`src/rtl/scanner_comm_rx.sv`:
```
// scanner_comm_rx: receive side of the 2-bit inter-scanner command link
// Captures one-cycle command pulses from a peer scanner, queues them in a DEPTH-entry FIFO
// and replays each to the local scanner, holding it for HOLD_CYCLES cycles.
// Ports: clk, reset (sync, active-high), comm_in[1:0], flush -> comm_out[1:0], busy,
//        fifo_count[clog2(DEPTH):0], overflow (sticky), drop_count[3:0] (saturating),
//        code_hex[6:0] (active-low 7-seg, only when COMM_RX_HEX_EN is defined)
module scanner_comm_rx #(
  parameter int ID          = 0,
  parameter int DEPTH       = 4,
  parameter int HOLD_CYCLES = 3
) (
  input  logic                       clk,
  input  logic                       reset,
  input  logic [1:0]                 comm_in,
  input  logic                       flush,
  output logic [1:0]                 comm_out,
  output logic                       busy,
  output logic [$clog2(DEPTH):0]     fifo_count,
  output logic                       overflow,
  output logic [3:0]                 drop_count
`ifdef COMM_RX_HEX_EN
  ,
  output logic [6:0]                 code_hex
`endif
);
  localparam int AW = $clog2(DEPTH);
  localparam int CW = AW + 1;
  typedef enum logic [1:0] {IDLE, PRESENT, GAP} state_t;
  state_t state_q, state_d;
  logic [1:0] mem_q [DEPTH];
  logic [AW-1:0] wr_ptr_q, wr_ptr_d, rd_ptr_q, rd_ptr_d;
  logic [CW-1:0] count_q, count_d;
  logic [1:0] prev_q, comm_q, comm_d;
  logic [3:0] hold_q, hold_d, drop_q, drop_d;
  logic ovf_q, ovf_d;
  logic push, pop, full, wr_en, drop;
  always_comb begin
    push = comm_in != 2'b00 && comm_in != prev_q;
    pop = state_q == IDLE && count_q != '0;
    full = count_q == CW'(DEPTH);
    wr_en = push && (!full || pop) && !flush;
    drop = push && full && !pop && !flush;
    wr_ptr_d = wr_en ? wr_ptr_q + AW'(1) : wr_ptr_q;
    rd_ptr_d = pop ? rd_ptr_q + AW'(1) : rd_ptr_q;
    count_d = count_q + CW'(wr_en) - CW'(pop);
    ovf_d = ovf_q | drop;
    drop_d = drop && drop_q != 4'd15 ? drop_q + 4'd1 : drop_q;
    state_d = state_q;
    comm_d = comm_q;
    hold_d = hold_q;
    case (state_q)
      IDLE: if (pop) begin
        comm_d = mem_q[rd_ptr_q];
        hold_d = 4'd1;
        state_d = PRESENT;
      end
      PRESENT: if (hold_q == 4'(HOLD_CYCLES)) begin
        comm_d = 2'b00;
        state_d = GAP;
      end else hold_d = hold_q + 4'd1;
      default: state_d = IDLE;
    endcase
    if (flush) begin
      wr_ptr_d = '0;
      rd_ptr_d = '0;
      count_d = '0;
      ovf_d = 1'b0;
      drop_d = 4'd0;
      state_d = IDLE;
      comm_d = 2'b00;
      hold_d = 4'd0;
    end
  end
  always_ff @(posedge clk) begin
    if (reset) begin
      state_q <= IDLE;
      wr_ptr_q <= '0;
      rd_ptr_q <= '0;
      count_q <= '0;
      prev_q <= 2'b00;
      comm_q <= 2'b00;
      hold_q <= 4'd0;
      drop_q <= 4'd0;
      ovf_q <= 1'b0;
    end else begin
      state_q <= state_d;
      wr_ptr_q <= wr_ptr_d;
      rd_ptr_q <= rd_ptr_d;
      count_q <= count_d;
      prev_q <= comm_in;
      comm_q <= comm_d;
      hold_q <= hold_d;
      drop_q <= drop_d;
      ovf_q <= ovf_d;
    end
  end
  always_ff @(posedge clk) if (!reset && wr_en) mem_q[wr_ptr_q] <= comm_in;
  assign comm_out = comm_q;
  assign busy = state_q != IDLE || count_q != '0;
  assign fifo_count = count_q;
  assign overflow = ovf_q;
  assign drop_count = drop_q;
`ifdef COMM_RX_HEX_EN
  always_comb code_hex = comm_q == 2'b00 ? 7'b1111110 :
                         comm_q == 2'b01 ? 7'b0100100 :
                         comm_q == 2'b10 ? 7'b0110001 : 7'b0111000;
`endif
endmodule

```
`config.mk`:
```
export PLATFORM = sky130hd
export DESIGN_NAME = scanner_comm_rx
export DESIGN_NICKNAME = d
export VERILOG_FILES = /design/src/rtl/scanner_comm_rx.sv
export SDC_FILE = /design/constraint.sdc
export NUM_CORES = 1
export LEC_CHECK = 0
export CORE_MARGIN = 2
export CORE_UTILIZATION = 42
export CTS_CLUSTER_DIAMETER = 200
export DETAILED_ROUTE_END_ITERATION = 10
export SLEW_MARGIN = 20
export SYNTH_ARGS = -nofsm -noshare
export SYNTH_HDL_FRONTEND = slang
export SYNTH_SLANG_ARGS = --single-unit
```
`constraint.sdc`:
```
create_clock -name clk -period 3.1 [get_ports clk]
set_input_delay 0.62 -clock clk [delete_from_list [all_inputs] [get_ports clk]]
set_output_delay 0.62 -clock clk [all_outputs]
set_load 0.01 [all_outputs]
```
After elaboration in Yosys (flattened, before gate mapping) --
Memories as Yosys holds them, arrays and structs flattened. A register that Yosys moved wholly into a read port is not among the register bits. Cells that the tools add are included.
Storage, ports and cells: register bits after elaboration 22, RAM bits 8, output and inout bits 11, memories 1
Operators by class: add/sub/neg operators 6, equal/unequal tests 8, multiplexer cells 13, bitwise logic cells 1, reductions and logical operators 24
Memories:
- mem_q | depth 4, bits a word 2, read ports 1, clocked after Yosys merged registers in 1, write ports 1, RTL line 30 | logic [1:0] mem_q [DEPTH];
Operator list (count):
- $mux 2 | 6
- $logic_and 1x1->1 | 9
- $add 4x1->4 const B | 2
- $mux 4 | 2
- $pmux 2 s2 | 2
- $pmux 4 s2 | 1
- $ne 2x2->1 const B | 3
- $reduce_and 3->1 | 2
- $reduce_bool 2->1 | 3
- $add 2x1->2 const B | 2
- $eq 4x2->1 const B | 1
- $logic_not 1->1 | 4
- $ne 4x4->1 const B | 1
- $add 3x1->3 | 1
- $eq 3x3->1 const B | 1
- $reduce_bool 3->1 | 1
- $sub 3x1->3 | 1
- $eq 2x1->1 const B | 1
- $logic_not 2->1 | 1
- $logic_or 1x1->1 | 2
- $mux 1 | 2
- $ne 2x2->1 | 1
- $reduce_and 2->1 | 1
- $reduce_or 2->1 | 1
- $or 1x1->1 | 1

Depth between registers and ports, before layout --
Gate-level depths: netlist of run 1.
depth after elaboration 8, gate-level depth with buffers 11, depth with buffers taken out 11

Worst setup path before layout of run 1 --
Ideal clock, no wire load.
path kind input -> register, start in comm_in[1], end reg count_q[2], in the netlist fifo_count[2], arrival time 2.295 ns, data required time 2.972 ns, setup slack 0.678 ns, stages on the path 11, path buffers 0, cell sequence nand2b_1 a21boi_0 o21ai_1 ha_1 inv_1 ha_1 inv_1 fa_1 xor2_1 xnor2_1 nor2_1
Between the ends: longest elaborated chain between the ends 6, elaborated cells on any way between the ends 7, those cells by class add/sub (2); eq/ne (1); reduce/logical (4)
RTL lines:
- start: declaration | RTL line 14 | input logic [1:0] comm_in,
- $ne 2x2->1 / $reduce_bool 2->1 (equally long branches) | RTL line 38 | push = comm_in != 2'b00 && comm_in != prev_q;
- $logic_and 1x1->1 * | RTL line 38
- $logic_and 1x1->1 * (2 in a row) | RTL line 41 | wr_en = push && (!full || pop) && !flush;
- $add 3x1->3 * | RTL line 45 | count_d = count_q + CW'(wr_en) - CW'(pop);
- $sub 3x1->3 * | RTL line 45
- end signal: assignment | RTL line 89 | count_q <= count_d;
- end: declaration | RTL line 32 | logic [CW-1:0] count_q, count_d;
Every way passes the cells marked *; elsewhere a longest branch is shown, timed or not. A chain may end at the register's enable or synchronous reset.

Final worst setup path of run 1 --
start in comm_in[0], end reg count_q[2], in the netlist fifo_count[2]
Same word-level chain as after synthesis.

==> impl_metrics.toml, run 1 <==
[outcome]
run_status = "finished, final reports clean"

[pwr]
seq_power_share = 0.459
internal_power_w = 0.000759
power-per-cell-area_mw_per_mm2 = 676
leakagePower_nw = 0.634
switching_power_total_w = 0.000359
pwr-share-comb = 0.346
netSwitchingFraction = 0.321
worst_ir_drop_vdd_mv = 0.317
clockPowerShare = 0.194

[setup_path]
r2r_start = "state_q[0]"
worstPathRequired_ns = 3.31
critical_path.max_fanout = 7
cp_slowest_cell = "clkdlybuf4s50_1"
worst-endpoint-arrival_ns = 2.84
regToRegEndpoint = "fifo_count[2]"
max_stage_delay_ns = 0.50
crit_family = "adder cells"
cp_startpoint_kind = "input port"
endpoint_kind = "flip-flop"
critical_path_class = "in -> reg"
r2r_setup_slack_ns = 0.90
ordered_cell_list_for_the_critical_path = "clkdlybuf4s50_1 > nand2b_1 > a21boi_1 > o21ai_1 > ha_1 > inv_1 > ha_1 > inv_1 > fa_1 > xor2_1 > xnor2_1 > nor2_1"
worst-r2r-cell-count = 11
path_buf_inv = 3

[clocking]
cts_tree = "yes"
ctsLongestPathBuffers = 2
postCtsHoldBufs = 0
post_cts_buffers = 0
clkLatencyLatePin_ns = 0.33
clk_tree_root_cell = "clkbuf_4"
clkSlewWorstSetupHoldPaths_ns = 0.09
clock_tree.htree_level_count = 2
numClockSinks = 32
ctsResizeCount = 0
cts_inserted_buffers = 5

[floorplan]
io-pin-count = 16
floorplan.initialDensity = 0.452
core_region_area_sq_mm = 0.00310
die-width_um = 61.8
fp.dieH_um = 61.8
die_outline_area_sq_mm = 0.00382
cell_rows = 20

[timing]
setup_viol = 0
maximum_clock_skew_at_final_layout_ns = 0.00494
fmaxAchievable_ghz = 0.380
worst-slew-pin-transition_ns = 0.410
grt_setup_unrepaired = "no"
timing_max_transition_violations_final = 0
final.min_clock_period_ns = 2.63
layout_worst_path_cycle_share = 0.848
timing.slew.headroom = 0.726
finalHoldViolCount = 0
timing.setup.tns_ns = 0

[synth]
number_of_standard_cells_after_synthesis = 130
post_synth_instance_area_sq_mm = 0.00140
synth_warn = 0
post_synth_main_area_contributors = "dfxtp_1 (34%), edfxtp_1 (17%), ha_1 (7.1%)"
synth_area_leader_cell = "dfxtp_1"
yosysTopAreaCellShare = 0.343
seq_area_frac_synth = 0.514
syn_nets = 144
count_of_cell_types_in_the_netlist = 43
ys_ff_latch = 32
avgSynthCellArea_sq_um = 10.8

[hold_path]
timing.hold.worst.start = "overflow"
hold-path-endpoint = "overflow"
min_delay_path_depth = 2
worst_hold_path_type = "reg -> reg"

[route]
antenna_left = 0
drt-pass1-iter-count = 4
via_per_inst = 4.81
detailedRoute.firstIterationViolations = 36
detailroute.via_count = 942
drc = 0
detail_route.wirelength_um = 2340
wire_per_inst_um = 11.9

[global_routing]
grt_usage = 0.151
antenna_violations_before_repair = 0
vias_in_the_first_global_route = 894
grt_overflow_total = 0
grt_first_pass_wirelength_um = 3930
grt_start_max_net_pins = 18

[placed_design]
io_buffer_count = 15
finalWeightedCongestion = 0.700
dp_hpwl_um = 1740

[layout]
fin_nets = 165
syn_to_final_growth_pct = 17.8
layout_cells_sized_above_1 = 0.105
layout.core_utilization = 0.532
count_of_antenna_diodes_in_the_layout = 0

[job]
maxCapViolCount = 0
-- power by group through the flow --
stage	clock, W	sequential, W	combinational, W
2_1_floorplan	0	0.000524	0.000262
5_1_grt	0.000244	0.000523	0.000433
3_3_place_gp	0	0.000522	0.000387
6_report	0.000217	0.000513	0.000387
3_5_place_dp	0	0.000524	0.000393
4_1_cts	0.000225	0.000515	0.000394
-- worst min-delay path, stage by stage, from the launching register on --
cell	delay, ns
dfxtp_1	0.34
nor2_1	0.05
nor2_1	0.07
-- cell type report --
type / instances / area [sq um]
clock buffers: 7 / 45.0
clock inverters: 1 / 3.75
fillers: 316 / 1450
inverters: 4 / 15.0
multi-input cells: 90 / 639
flip-flops and latches: 32 / 721
well taps: 44 / 55.1
repair buffers: 18 / 173
-- synthesized netlist by cell type, drive strengths merged --
master / count
a211oi: 1
a21boi: 2
a21oi: 5
a22oi: 1
a31o: 1
a31oi: 1
a41o: 1
and2: 5
and3: 1
and4b: 1
buf: 4
dfxtp: 24
edfxtp: 8
fa: 1
ha: 8
inv: 4
mux2i: 1
mux4: 2
nand2: 9
nand2b: 2
nand3: 3
nand3b: 3
nand4: 1
nand4b: 1
nor2: 18
nor2b: 2
nor3: 5
nor3b: 2
o21ai: 2
o21ba: 1
or2: 2
or3: 1
xnor2: 3
xor2: 4
-- routing by layer --
| layer | wire length [um] | part of all wire | track usage |
|---|---|---|---|
| met4 | 42 | 0.018 | 0.0912 |
| met3 | 111 | 0.047 | 0.0559 |
| met2 | 1080 | 0.46 | 0.220 |
| met1 | 1100 | 0.47 | 0.192 |
| met5 | 0 | 0 | 0 |
-- flip-flops by register name (all words and copies together) (netlist names), named ones only --
name        flops
wr_ptr_q        2
drop_count      4
comm_out        2
rd_ptr_q        2
state_q         2
mem_q           8
hold_q          4
overflow        1
prev_q          2
fifo_count      3
-- worst max-delay path by stage --
stage | endpoint | cells past startpoint | slack (ns) | start
detailed placement | fifo_count[2] | 12 | 0.08 | comm_in[0]
global placement | fifo_count[2] | 12 | 0.20 | comm_in[0]
floorplan | fifo_count[2] | 11 | 0.68 | comm_in[1]
finish | fifo_count[2] | 12 | 0.47 | comm_in[0]
CTS | fifo_count[2] | 12 | 0.42 | comm_in[0]
global route | fifo_count[2] | 12 | 0.31 | comm_in[0]
-- per-stage QoR --
stage / std cells / total power [W] / hold WS [ns] / cell area [sq um] / setup slack, ns
floorplan: 130 / 0.000786 / 0.470 / 1400 / 0.678
global placement: 188 / 0.000909 / 0.449 / 1600 / 0.204
detailed placement: 188 / 0.000917 / 0.467 / 1600 / 0.0783
CTS: 196 / 0.00113 / 0.487 / 1650 / 0.423
global route: 196 / 0.00120 / 0.521 / 1650 / 0.306
finish: 196 / 0.00112 / 0.486 / 1650 / 0.470
-- cells in the final DEF (no fill, tap or decap), types with 2 or more instances in the layout --
cell type | synthesis | layout
inv_1 | 4 | 4
nand2b_1 | 2 | 2
nor2b_1 | 2 | 2
clkdlybuf4s50_1 | 0 | 15
clkbuf_1 | 0 | 2
and2_1 | 5 | 5
nor2_1 | 18 | 18
buf_4 | 1 | 3
a21oi_1 | 5 | 5
ha_1 | 8 | 8
dfxtp_1 | 24 | 24
xor2_1 | 4 | 4
nand3b_1 | 3 | 3
nor3_1 | 4 | 4
mux4_2 | 2 | 2
nand3_1 | 2 | 2
edfxtp_1 | 8 | 8
nand2_1 | 9 | 9
clkbuf_4 | 0 | 5
xnor2_1 | 3 | 3
-- cells by family after synthesis --
logic type | synth area share
simple gates | 0.216
xor+xnor | 0.0437
flops | 0.514
mux | 0.0392
compound gates | 0.0714
buf+inv | 0.0303
fa+ha+maj | 0.0856
(Power assumes the default switching activity.)
==> run 2, diff against run 1 <==
==> constraint.sdc (replaced) <==
create_clock -name clk -period 2.3 [get_ports clk]
set_input_delay 0.46 -clock clk [delete_from_list [all_inputs] [get_ports clk]]
set_output_delay 0.46 -clock clk [all_outputs]
set_load 0.01 [all_outputs]
==> run 2 against run 1 <==
Effect of this change:
- global-route usage fell by 0.093 points
- highest routed layer unchanged
- critical path depth decreased by 1
- utilization is 3.5 points higher
==> impl_metrics.toml, run 2 (synthesis results as in run 1) <==
[floorplan]
cell_rows = 20
die-width_um = 61.8
io-pin-count = 16
die_outline_area_sq_mm = 0.00382
core_region_area_sq_mm = 0.00310
fp.dieH_um = 61.8
floorplan.initialDensity = 0.452

[pwr]
power-per-cell-area_mw_per_mm2 = 884
leakagePower_nw = 0.708
worst_ir_drop_vdd_mv = 0.332

[layout]
final_cell_mix = "dfxtp_1 (22), nor2_1 (18), clkdlybuf4s50_1 (13), buf_4 (13), nand2_1 (9)"
final_common_cell = "dfxtp_1"
fin_nets = 175
syn_to_final_growth_pct = 25.5
largest_register = "mem_q"
final_cells = 206
layout.core_utilization = 0.567
count_of_antenna_diodes_in_the_layout = 0
largest_reg_flops = 8
final.fill_count = 309
layout_cells_sized_above_1 = 0.222

[clocking]
clkSlewWorstSetupHoldPaths_ns = 0.10
clk_tree_root_cell = "clkbuf_4"
clkLatencyLatePin_ns = 0.33
postCtsHoldBufs = 0
numClockSinks = 32
clock_tree.htree_level_count = 2
ctsLongestPathBuffers = 2
cts_inserted_buffers = 5
cts_tree = "yes"

[setup_path]
critical_path_class = "reg -> reg"
worstPathRequired_ns = 2.51
timing.critical_path.depth = 11
crit_family = "adder cells"
worst-r2r-cell-count = 11
critical_path.max_fanout = 4
path_buf_inv = 2
endpoint_kind = "flip-flop"
worst-endpoint-arrival_ns = 2.41
max_stage_delay_ns = 0.34
cp_startpoint_kind = "flip-flop"
ordered_cell_list_for_the_critical_path = "or2_4 > a31oi_2 > o21ai_2 > ha_1 > inv_1 > ha_1 > inv_1 > fa_2 > xor2_1 > xnor2_1 > nor2_1"
r2r_setup_slack_ns = 0.1
cp_slowest_cell = "dfxtp_2"

[timing]
finalHoldViolCount = 0
final.min_clock_period_ns = 2.20
fmaxAchievable_ghz = 0.454
timing_max_transition_violations_final = 0
timing.slew.headroom = 0.697
setup_viol = 0
fin_worst_hold_slack_ns = 0.476
maximum_clock_skew_at_final_layout_ns = 0.00587
layout_worst_path_cycle_share = 0.958
worst-slew-pin-transition_ns = 0.453

[route]
via_per_inst = 4.76
detail_route.wirelength_um = 2490
detailedRoute.firstIterationViolations = 37
antenna_left = 0
detailroute.via_count = 981
drt-pass1-iter-count = 4
drc = 0
wire_per_inst_um = 12.1

[job]
maxCapViolCount = 0

[global_routing]
grt_first_pass_wirelength_um = 4020
antenna_violations_before_repair = 0
grt_usage = 0.150
grt_overflow_total = 0
vias_in_the_first_global_route = 893
grt_start_max_net_pins = 18

[placed_design]
dp_hpwl_um = 1760
finalWeightedCongestion = 0.669
place.detailed.instances = 193
io_buffer_count = 15

[hold_path]
worst_hold_path_type = "reg -> reg"
min_delay_path_depth = 2

[outcome]
run_status = "finished, final reports clean"
[run 2: cell count changes in the layout (fill, tap and decap cells not counted), moves of 2 or more]
| cell | before | now |
|---|---|---|
| dfxtp_1 | 24 | 22 |
| buf_4 | 3 | 13 |
| a21boi_2 | 0 | 2 |
| clkbuf_1 | 2 | 0 |
| clkinv_2 | 0 | 2 |
| dfxtp_2 | 0 | 2 |
| clkdlybuf4s50_1 | 15 | 13 |
[run 2: routing by layer]
layer / part of all wire / vias to the layer above / GRT usage
met3: 0.036 / 7 / 0.0435
met2: 0.44 / 20 / 0.223
met5: 0 / - / 0
li1: - / 510 / -
met4: 0.023 / 0 / 0.0912
met1: 0.50 / 444 / 0.194
[run 2: final timing paths]
check        startpoint            end
max          state_q[0]  fifo_count[2]
min            overflow       overflow
max reg2reg  state_q[0]  fifo_count[2]
min reg2reg    overflow       overflow
[run 2: power by group]
group          internal, W  switching [W]  leakage [nW]
Sequential        0.000635      0.0000515         0.268
Combinational     0.000298       0.000271         0.408
Clock             0.000112       0.000188        0.0324
[run 2: area by class of cell]
type,instances,area [sq um],area share
Sequential cell,32,723,0.411
Multi-Input combinational cell,90,667,0.379
Timing Repair Buffer,28,249,0.141
Tap cell,44,55.1,0.0313
Clock buffer,5,37.5,0.0213
Inverter,4,15.0,0.00853
Clock inverter,3,13.8,0.00782
[run 2: repair_timing]
action                                  in CTS  in global routing
pin swaps                                    1                  1
resized for setup                            7                  4
endpoints found under the setup margin       1                  1
setup buffers                                5                  0
[run 2: metrics by stage]
stage                     worst slack [ns]  instance area (sq um)   TNS, ns  total power, W
after floorplan                     0.0378                   1400         0         0.00106
after global placement              -0.411                   1640    -0.628         0.00124
after detailed placement            -0.499                   1640    -0.769         0.00125
after CTS                           0.0413                   1750         0         0.00157
final                               0.0958                   1760         0         0.00156
after global routing              -0.00883                   1760  -0.00883         0.00167
[run 2: tightest hold or removal path, delay by kind of cell (launching register included)]
family | cells | cell delay, ns
flops | 1 | 0.34
simple gates | 2 | 0.11
==> run 3, diff against run 2 <==
==> constraint.sdc (replaced) <==
create_clock -name clk -period 2.1 [get_ports clk]
set_input_delay 0.42 -clock clk [delete_from_list [all_inputs] [get_ports clk]]
set_output_delay 0.42 -clock clk [all_outputs]
set_load 0.01 [all_outputs]
==> run 3 against run 2 <==
Effect of this change:
- the flow now finishes with violations (negative setup slack)
- wire length increased by 0.88%
- critical path depth unchanged
- hold slack got worse by 0.0023 ns
- sequential power increased by 12%
- die area unchanged
- register-to-register slack got worse by 0.15 ns
- global-route usage increased by 1.5 points
- first-iteration DRC count decreased by 22%
- clock-buffer cell count increased by 1
- setup slack got worse by 0.15 ns
- largest power group unchanged
==> impl_metrics.toml, run 3 (synthesis results as in run 1) <==
[placed_design]
io_buffer_count = 15
finalWeightedCongestion = 0.723
placedInstanceArea_sq_mm = 0.00169
dp_hpwl_um = 1820

[timing]
timing.slew.headroom = 0.707
layout_worst_path_cycle_share = 1.02
fmaxAchievable_ghz = 0.465
timing_max_transition_violations_final = 0
fin_worst_hold_slack_ns = 0.474
timing.setup.tns_ns = -0.0493
grt_setup_unrepaired = "yes"
final.min_clock_period_ns = 2.15
setup_viol = 1
worst-slew-pin-transition_ns = 0.437
maximum_clock_skew_at_final_layout_ns = 0.00296
finalHoldViolCount = 0
postLayoutSetupSlackWorst_ns = -0.0493

[global_routing]
grt_first_pass_wirelength_um = 4350
grt_overflow_total = 0
grt_usage = 0.165
antenna_violations_before_repair = 0
vias_in_the_first_global_route = 1042
grt_start_max_net_pins = 18

[setup_path]
max_stage_delay_ns = 0.34
crit_family = "adder cells"
worstPathRequired_ns = 2.31
cp_startpoint_kind = "flip-flop"
path_buf_inv = 2
ordered_cell_list_for_the_critical_path = "or2_4 > a31oi_4 > o21ai_2 > ha_1 > inv_1 > ha_1 > inv_1 > fa_2 > xor2_2 > xnor2_1 > nor2_1"
endpoint_kind = "flip-flop"
cp_slowest_cell = "fa_2"
critical_path.max_fanout = 2
worst-endpoint-arrival_ns = 2.36
critical_path_class = "reg -> reg"

[route]
detail_route.wirelength_um = 2510
drt-pass1-iter-count = 2
wire_per_inst_um = 12.0
detailedRoute.firstIterationViolations = 29
drc = 0
via_per_inst = 4.90
detailroute.via_count = 1028
antenna_left = 0

[floorplan]
core_region_area_sq_mm = 0.00310
fp.dieH_um = 61.8
die-width_um = 61.8
die_outline_area_sq_mm = 0.00382
cell_rows = 20
io-pin-count = 16
floorplan.initialDensity = 0.452

[layout]
fin_nets = 179
largest_reg_flops = 8
largest_register = "mem_q"
layout.core_utilization = 0.595
final_common_cell = "dfxtp_1"
final.fill_count = 290
layout_cells_sized_above_1 = 0.265
syn_to_final_growth_pct = 31.7
count_of_antenna_diodes_in_the_layout = 0
final_design_area_no_fill_sq_mm = 0.00185
final_cell_mix = "dfxtp_1 (21), nor2_1 (17), buf_4 (17)"

[job]
maxCapViolCount = 0

[clocking]
postCtsHoldBufs = 0
ctsLongestPathBuffers = 2
clkLatencyLatePin_ns = 0.32
clock_tree.htree_level_count = 2
clk_tree_root_cell = "clkbuf_4"
clkSlewWorstSetupHoldPaths_ns = 0.09
cts_tree = "yes"
cts_inserted_buffers = 5
numClockSinks = 32

[pwr]
leakagePower_nw = 0.740
totalPowerFinal_w = 0.00192
power-per-cell-area_mw_per_mm2 = 1040
worst_ir_drop_vdd_mv = 0.415

[hold_path]
worst_hold_path_type = "reg -> reg"

[outcome]
run_status = "complete, but fails checks"
violated_checks = "negative setup slack"
## run 3: final cells by class
type                       count  area [sq um]  area share
sequential                    32           727       0.394
clock buffer                   6          51.3      0.0278
timing repair buffer          32           274       0.148
clock inverter                 2          33.8      0.0183
inverter                       4          15.0     0.00813
multi-input combinational     90           691       0.374
tap                           44          55.1      0.0298
## run 3: tightest hold or removal path: stages (launching register included)
cell and delay, ns:
dfxtp_1 0.34, nor2_1 0.05, nor2_1 0.06
## run 3: power by group
group	internal (W)	leakage, nW	switching, W
Clock	0.000279	0.0459	0.000204
Sequential	0.000701	0.269	0.0000674
Combinational	0.000360	0.425	0.000312
## run 3: path summary, 6_finish.rpt
check,start,endpoint,slack (ns),cells past startpoint
min,overflow,overflow,0.47,2
min reg2reg,overflow,overflow,0.47,2
max reg2reg,state_q[1],fifo_count[2],-0.05,11
max,state_q[1],fifo_count[2],-0.05,11
## run 3: through the flow
step           instances  worst slack (ns)
6_report             210           -0.0493
5_1_grt              210            -0.158
4_1_cts              210           -0.0166
3_5_place_dp         198            -0.597
3_3_place_gp         198            -0.506
2_1_floorplan        130           -0.0197
## run 3: routing by layer
metal,vias up,track usage,part of all wire
li1,523,-,-
met1,484,0.178,0.43
met2,15,0.275,0.50
met3,6,0.0683,0.043
met4,0,0.0912,0.026
met5,-,0,0
## run 3: timing repair
action	in CTS	in global routing
resized for setup	9	3
pin swaps	4	0
gates cloned	0	0
buffers inserted	4	0
endpoints found under the setup margin	2	1
